## config.mk

```make
export PLATFORM = sky130hd
export DESIGN_NAME = serial_subtractor_flat
export DESIGN_NICKNAME = d
export VERILOG_FILES = /design/src/rtl/serial_subtractor_pkg.sv /design/src/rtl/serial_subtractor_if.sv /design/src/rtl/full_subtractor.sv /design/src/rtl/serial_subtractor.sv /design/src/flat_wrapper.sv
export SDC_FILE = /design/constraint.sdc
export NUM_CORES = 1
export LEC_CHECK = 0
export BUFFER_PORTS_ARGS = -buffer_cell sky130_fd_sc_hd__clkbuf_2
export CAP_MARGIN = 40
export CORE_MARGIN = 8
export CORE_UTILIZATION = 55
export DETAILED_ROUTE_END_ITERATION = 8
export PLACE_DENSITY = 0.8
export SETUP_SLACK_MARGIN = 0.4
export SLEW_MARGIN = 20
export SYNTH_ARGS = -nofsm -noshare
export SYNTH_HDL_FRONTEND = slang
export SYNTH_SLANG_ARGS = --single-unit
```

## constraint.sdc

```tcl
create_clock -name clk -period 3.35 [get_ports clk]
set_clock_uncertainty 0.1 [all_clocks]
set_input_delay 0.67 -clock clk [delete_from_list [all_inputs] [get_ports clk]]
set_output_delay 0.67 -clock clk [all_outputs]
set_load 0.05 [all_outputs]
```

## src/rtl/serial_subtractor_pkg.sv

```systemverilog
`default_nettype none
// ============================================================================
//  Module      : serial_subtractor_pkg
//  Description : Shared FSM state encodings and default operand width for
//                the bit-serial subtractor.
//  Revision    : 1.0 - initial release
// ============================================================================
package serial_subtractor_pkg;

    localparam int c_default_width = 4;

    typedef enum logic [1:0] {
        ST_IDLE  = 2'd0,
        ST_SHIFT = 2'd1,
        ST_DONE  = 2'd2
    } state_t;

endpackage : serial_subtractor_pkg
`default_nettype wire

```

## src/rtl/serial_subtractor_if.sv

```systemverilog
`default_nettype none
// ============================================================================
//  Module      : serial_subtractor_if
//  Description : start/done handshake and operand/result bundle for the
//                bit-serial subtractor.
//  Revision    : 1.0 - initial release
// ============================================================================
interface serial_subtractor_if
    import serial_subtractor_pkg::*;
#(
    parameter int WIDTH = c_default_width
);
    logic             start;
    logic [WIDTH-1:0] a;
    logic [WIDTH-1:0] b;
    logic             bin;
    logic             busy;
    logic             done;
    logic [WIDTH-1:0] diff;
    logic             bout;

    // Requester side: drives the operation request, observes the result.
    modport master (
        output start, a, b, bin,
        input  busy, done, diff, bout
    );

    // Subtractor side.
    modport slave (
        input  start, a, b, bin,
        output busy, done, diff, bout
    );
endinterface : serial_subtractor_if
`default_nettype wire

```

## src/rtl/full_subtractor.sv

```systemverilog
`default_nettype none
// ============================================================================
//  Module      : full_subtractor
//  Description : One-bit combinational full subtractor, a - b - bin.
//  Revision    : 1.0 - initial release
// ============================================================================
module full_subtractor (
    input  wire logic a,
    input  wire logic b,
    input  wire logic bin,
    output logic      f_diff,
    output logic      f_borrow
);
    // Borrow when b exceeds a, or when a==b and a borrow is coming in.
    assign f_diff   = a ^ b ^ bin;
    assign f_borrow = (~a & b) | (~(a ^ b) & bin);
endmodule : full_subtractor
`default_nettype wire

```

## src/rtl/serial_subtractor.sv

```systemverilog
`default_nettype none
// ============================================================================
//  Module      : serial_subtractor
//  Description : Bit-serial LSB-first subtractor, diff = a - b - bin over
//                WIDTH cycles with a single full-subtractor cell.
//  Revision    : 1.0 - initial release
// ============================================================================
module serial_subtractor
    import serial_subtractor_pkg::*;
#(
    parameter int WIDTH = c_default_width
) (
    input  wire logic          clk,
    input  wire logic          rst_n,
    serial_subtractor_if.slave bus
);
    localparam int                 c_cnt_w = (WIDTH > 1) ? $clog2(WIDTH) : 1;
    localparam logic [c_cnt_w-1:0] c_last  = c_cnt_w'(WIDTH - 1);

    state_t             r_state;
    logic [WIDTH-1:0]   r_a_sr;
    logic [WIDTH-1:0]   r_b_sr;
    logic               r_br;
    logic [c_cnt_w-1:0] r_cnt;
    logic               r_busy;
    logic               r_done;
    logic [WIDTH-1:0]   r_diff;
    logic               r_bout;

    logic               w_d;
    logic               w_br_next;

    full_subtractor u_fs (
        .a        (r_a_sr[0]),
        .b        (r_b_sr[0]),
        .bin      (r_br),
        .f_diff   (w_d),
        .f_borrow (w_br_next)
    );

    assign bus.busy = r_busy;
    assign bus.done = r_done;
    assign bus.diff = r_diff;
    assign bus.bout = r_bout;

    // Control FSM plus serial datapath; result bits enter at the MSB and
    // walk down so the LSB lands in bit 0 after WIDTH shifts.
    always_ff @(posedge clk or negedge rst_n) begin
        if (!rst_n) begin
            r_state <= ST_IDLE;
            r_a_sr  <= '0;
            r_b_sr  <= '0;
            r_br    <= 1'b0;
            r_cnt   <= '0;
            r_busy  <= 1'b0;
            r_done  <= 1'b0;
            r_diff  <= '0;
            r_bout  <= 1'b0;
        end else begin
            r_done <= 1'b0;
            case (r_state)
                ST_IDLE: begin
                    if (bus.start) begin
                        r_a_sr  <= bus.a;
                        r_b_sr  <= bus.b;
                        r_br    <= bus.bin;
                        r_cnt   <= '0;
                        r_diff  <= '0;
                        r_bout  <= 1'b0;
                        r_busy  <= 1'b1;
                        r_state <= ST_SHIFT;
                    end
                end
                ST_SHIFT: begin
                    r_diff <= {w_d, r_diff[WIDTH-1:1]};
                    r_a_sr <= {1'b0, r_a_sr[WIDTH-1:1]};
                    r_b_sr <= {1'b0, r_b_sr[WIDTH-1:1]};
                    r_br   <= w_br_next;
                    if (r_cnt == c_last) begin
                        // Final bit: publish the borrow-out alongside done.
                        r_bout  <= w_br_next;
                        r_done  <= 1'b1;
                        r_state <= ST_DONE;
                    end else begin
                        r_cnt <= r_cnt + 1'b1;
                    end
                end
                ST_DONE: begin
                    r_busy  <= 1'b0;
                    r_state <= ST_IDLE;
                end
                default: begin
                    r_busy  <= 1'b0;
                    r_state <= ST_IDLE;
                end
            endcase
        end
    end
endmodule : serial_subtractor
`default_nettype wire

```

## src/flat_wrapper.sv

```systemverilog
// flat-port wrapper written by rule: the top's interface ports become plain ports
module serial_subtractor_flat import serial_subtractor_pkg::*;
#(
    parameter int WIDTH = c_default_width
)
  (clk, rst_n, bus_start, bus_a, bus_b, bus_bin, bus_busy, bus_done, bus_diff, bus_bout);
  serial_subtractor_if #(.WIDTH(WIDTH)) bus_i ();
  input  wire logic clk;
  input  wire logic rst_n;
  input wire logic [$bits(bus_i.start)-1:0] bus_start;
  input wire logic [$bits(bus_i.a)-1:0] bus_a;
  input wire logic [$bits(bus_i.b)-1:0] bus_b;
  input wire logic [$bits(bus_i.bin)-1:0] bus_bin;
  output wire logic [$bits(bus_i.busy)-1:0] bus_busy;
  output wire logic [$bits(bus_i.done)-1:0] bus_done;
  output wire logic [$bits(bus_i.diff)-1:0] bus_diff;
  output wire logic [$bits(bus_i.bout)-1:0] bus_bout;
  assign bus_i.start = bus_start;
  assign bus_i.a = bus_a;
  assign bus_i.b = bus_b;
  assign bus_i.bin = bus_bin;
  assign bus_busy = bus_i.busy;
  assign bus_done = bus_i.done;
  assign bus_diff = bus_i.diff;
  assign bus_bout = bus_i.bout;
  serial_subtractor #(.WIDTH(WIDTH)) u_core (.clk(clk), .rst_n(rst_n), .bus(bus_i));
endmodule
```

==> impl_results.md <==
- DRT iter0 DRCs: 11
- Crit path capture type: flop
- Row Count: 15
- Leak Pwr: 0.0005471 uW
- Hold Crit Class: in2async
- Vias: 692
- Post-synthesis cell type count: 28
- CTS tree: built
- N_diodes: 0
- Max cap viols: 0
- Internal power: 611.6 uW
- GRT Util Overall: 11.27%
- Clk_lat worst skew: 0.29 ns
- H-tree levels: 1
- Status: complete, no violations
- PostCTS Resize Cnt: 0
- Inserted Clock Buffers: 3
- NetSw: 460.5 uW
- Finished layout cell area: 0.001087 sq mm
- Synth async-reset ratio: 100.0%
- CP Data Required Time: 3.44 ns
- Syn Area/Cell: 11.74 sq um
- Worst path buffer plus inverter count: 1
- TritonRoute pass-1 iters: 4
- Grt ovf: 0
- Post-synth EDFFs: 0
- Final setup viols: 0
- ANT nets after route: 0
- Vias in the first global route: 687
- Fin crit share: 53.26%
- Worst slew pin tran: 0.5858 ns
- Cell family with most CP delay: flip-flops
- Sequential fraction of the synthesis area: 51.35%
- Fin. Hold Viols: 0
- Die ar.: 0.003375 sq mm
- Hold Buf Count CTS: 0
- Ys flop type: dfrtp_1
- Worst rel slew slack: 60.95%
- Critical Path AT: 1.87 ns
- Total wire length: 1731 um
- Clock power share: 12.6%
- Initial antenna violation count: 0
- Achievable frequency: 560.5 MHz
- Crit path cell chain: o21bai_1, buf_2, a221o_1
- First-pass GRT wire length: 3008 um
- Peak supply drop: 467.4 uV
- Share of cells above drive strength 1: 25.25%
- Post-synthesis register bit count: 20
- RSZ-0062 raised after global routing: false
- Placer Congestion: 0.7650
- Worst Path Max Fanout: 22
- Synth Net Count: 98
- Seq pwr share: 42.1%
- Fin. max-slew vios: 0
- I/O pin count: 19
- Post-Synthesis Cells: 83
- Post-Synthesis Cell Area: 974.7 sq um
- Die Ht: 58.10 um
- Post-CTS Setup Bufs: 0
- Flop-to-flop setup slack: 1.57 ns
- WS Path Type: reg2reg
- Switching part of the total: 42.96%
- Port Buffer Count: 18
- Worst Setup Start Kind: flop
- Placed instance area: 0.001046 sq mm
- Root buffer cell: clkbuf_4
- Maximum buffer depth of the clock tree: 2
- Post-layout nets: 115
- Via/cell ratio: 5.966
- Clk sinks: 20
- Starting Density: 57.70%
- Fraction of power consumed by combinational cells: 45.3%
- Pwr/cell area: 986.1 mW/mm^2
- Drt wl/cell: 14.92 um
- Final Hold Slack: 0.2170 ns
- Yosys warnings: 0
- # DRC: 0
- Area Growth Syn to Fin: 11.55%
- Crit path largest cell delay: 0.73 ns
- Min cycle time layout: 1.784 ns
- Chip Width: 58.10 um
- Post-Route Setup TNS: 0 ns
- Crit-path slowest cell: dfrtp_1
- Core ar.: 0.001689 sq mm
- Clock-pin slew on the worst setup and hold paths: 0.10 ns
- Pin count of the biggest net entering global routing: 23
[synthesized netlist by cell type (2+ instances only)]
library cell  count  area [sq um]
nor4bb_1          2         20.02
nor3b_1           3         22.52
a22o_1            4         35.03
a221oi_1          5         43.79
buf_2             5         25.02
a21oi_1           2         10.01
nor4b_1           7         61.31
a211o_1           3         26.28
ha_1              2         25.02
inv_1             9         33.78
dfrtp_1          20         500.5
nand2b_1          4         25.02
and2_1            2         12.51
[power groups by stage]
stage               logic (uW)  clock network [uW]  registers, uW
finish                     486                 135            451
global route               534                 152            470
CTS                        489                 142            452
detailed placement         487                   0            458
global placement           477                   0            454
floorplan                  323                   0            529
[layer usage]
metal,global-route usage [%],share of wire [%]
met1,14.49,46
met4,4.196,0.98
met5,0,0
met3,3.532,5.8
met2,17.20,47
[cell families (layout without fill, tap and decap cells)]
group                      Yosys count  count (layout)  share of synthesized area [%]
AOI/OAI and AO/OA                   20              20                          17.46
adders and majority gates            3               3                          4.621
buffers and inverters               16              32                          7.573
DFF                                 20              20                          51.35
and+or+nand+nor                     24              24                          19.00
[flip-flops by register name, summed over array words and instances, names as in the netlist]
register and flops:
u_core.bus.done 1, u_core.bus.bout 1, u_core.r_state 2, u_core.r_cnt 2, u_core.r_b_sr 4, u_core.bus.busy 1, u_core.bus.diff 4, u_core.r_a_sr 4
u_core.r_br 1
[final timing paths]
kind / startpoint / end / cells after the start
min in group clk: u_core.r_b_sr[3] / u_core.r_b_sr[3] / 1
worst max-delay path: u_core.r_state[0] / u_core.bus.bout / 3
worst min-delay path: rst_n / u_core.bus.done / 1
max in group asynchronous: rst_n / u_core.r_state[1] / 1
worst min register to register: u_core.r_b_sr[3] / u_core.r_b_sr[3] / 1
worst max register to register: u_core.r_state[0] / u_core.bus.bout / 3
[final cells by class]
cell class | count | area [sq um]
fill | 134 | 601.8
sequential | 20 | 500.5
clock buffer | 4 | 36.28
multi-input combinational | 47 | 400.4
tap | 17 | 21.27
timing repair buffer | 19 | 95.09
inverter | 9 | 33.78
[stage by stage]
stage	setup slack [ns]	std cells	power, uW	utilization, %
6_report	1.566	116	1072	64.37
5_1_grt	1.456	116	1156	64.37
4_1_cts	1.519	115	1083	64.07
3_5_place_dp	1.339	111	944.7	61.93
3_3_place_gp	1.369	111	931.0	61.93
2_1_floorplan	1.874	83	852.4	-
[worst register-to-register path, cell delays in order (launching register included)]
cell	delay, ns
dfrtp_1	0.73
o21bai_1	0.27
buf_2	0.23
a221o_1	0.35
[layout by cell type, fill, tap and decap left out, drive strengths merged]
cell | netlist | routed
nor4b | 7 | 7
ha | 2 | 2
and2b | 1 | 1
dfrtp | 20 | 20
a211o | 3 | 3
inv | 9 | 9
a21oi | 2 | 2
o21bai | 1 | 1
fa | 1 | 1
buf | 6 | 1
and2 | 2 | 2
nor4bb | 2 | 2
o21ba | 1 | 1
a221oi | 5 | 5
nand2b | 4 | 4
and3 | 1 | 1
and3b | 1 | 1
o221a | 1 | 1
o221ai | 1 | 1
a22o | 4 | 4
nor2b | 1 | 1
nand3 | 1 | 1
clkbuf | 1 | 22
a211oi | 1 | 1
nor3b | 3 | 3
a221o | 1 | 1
or4b | 1 | 1
(Power assumes the default switching activity.)
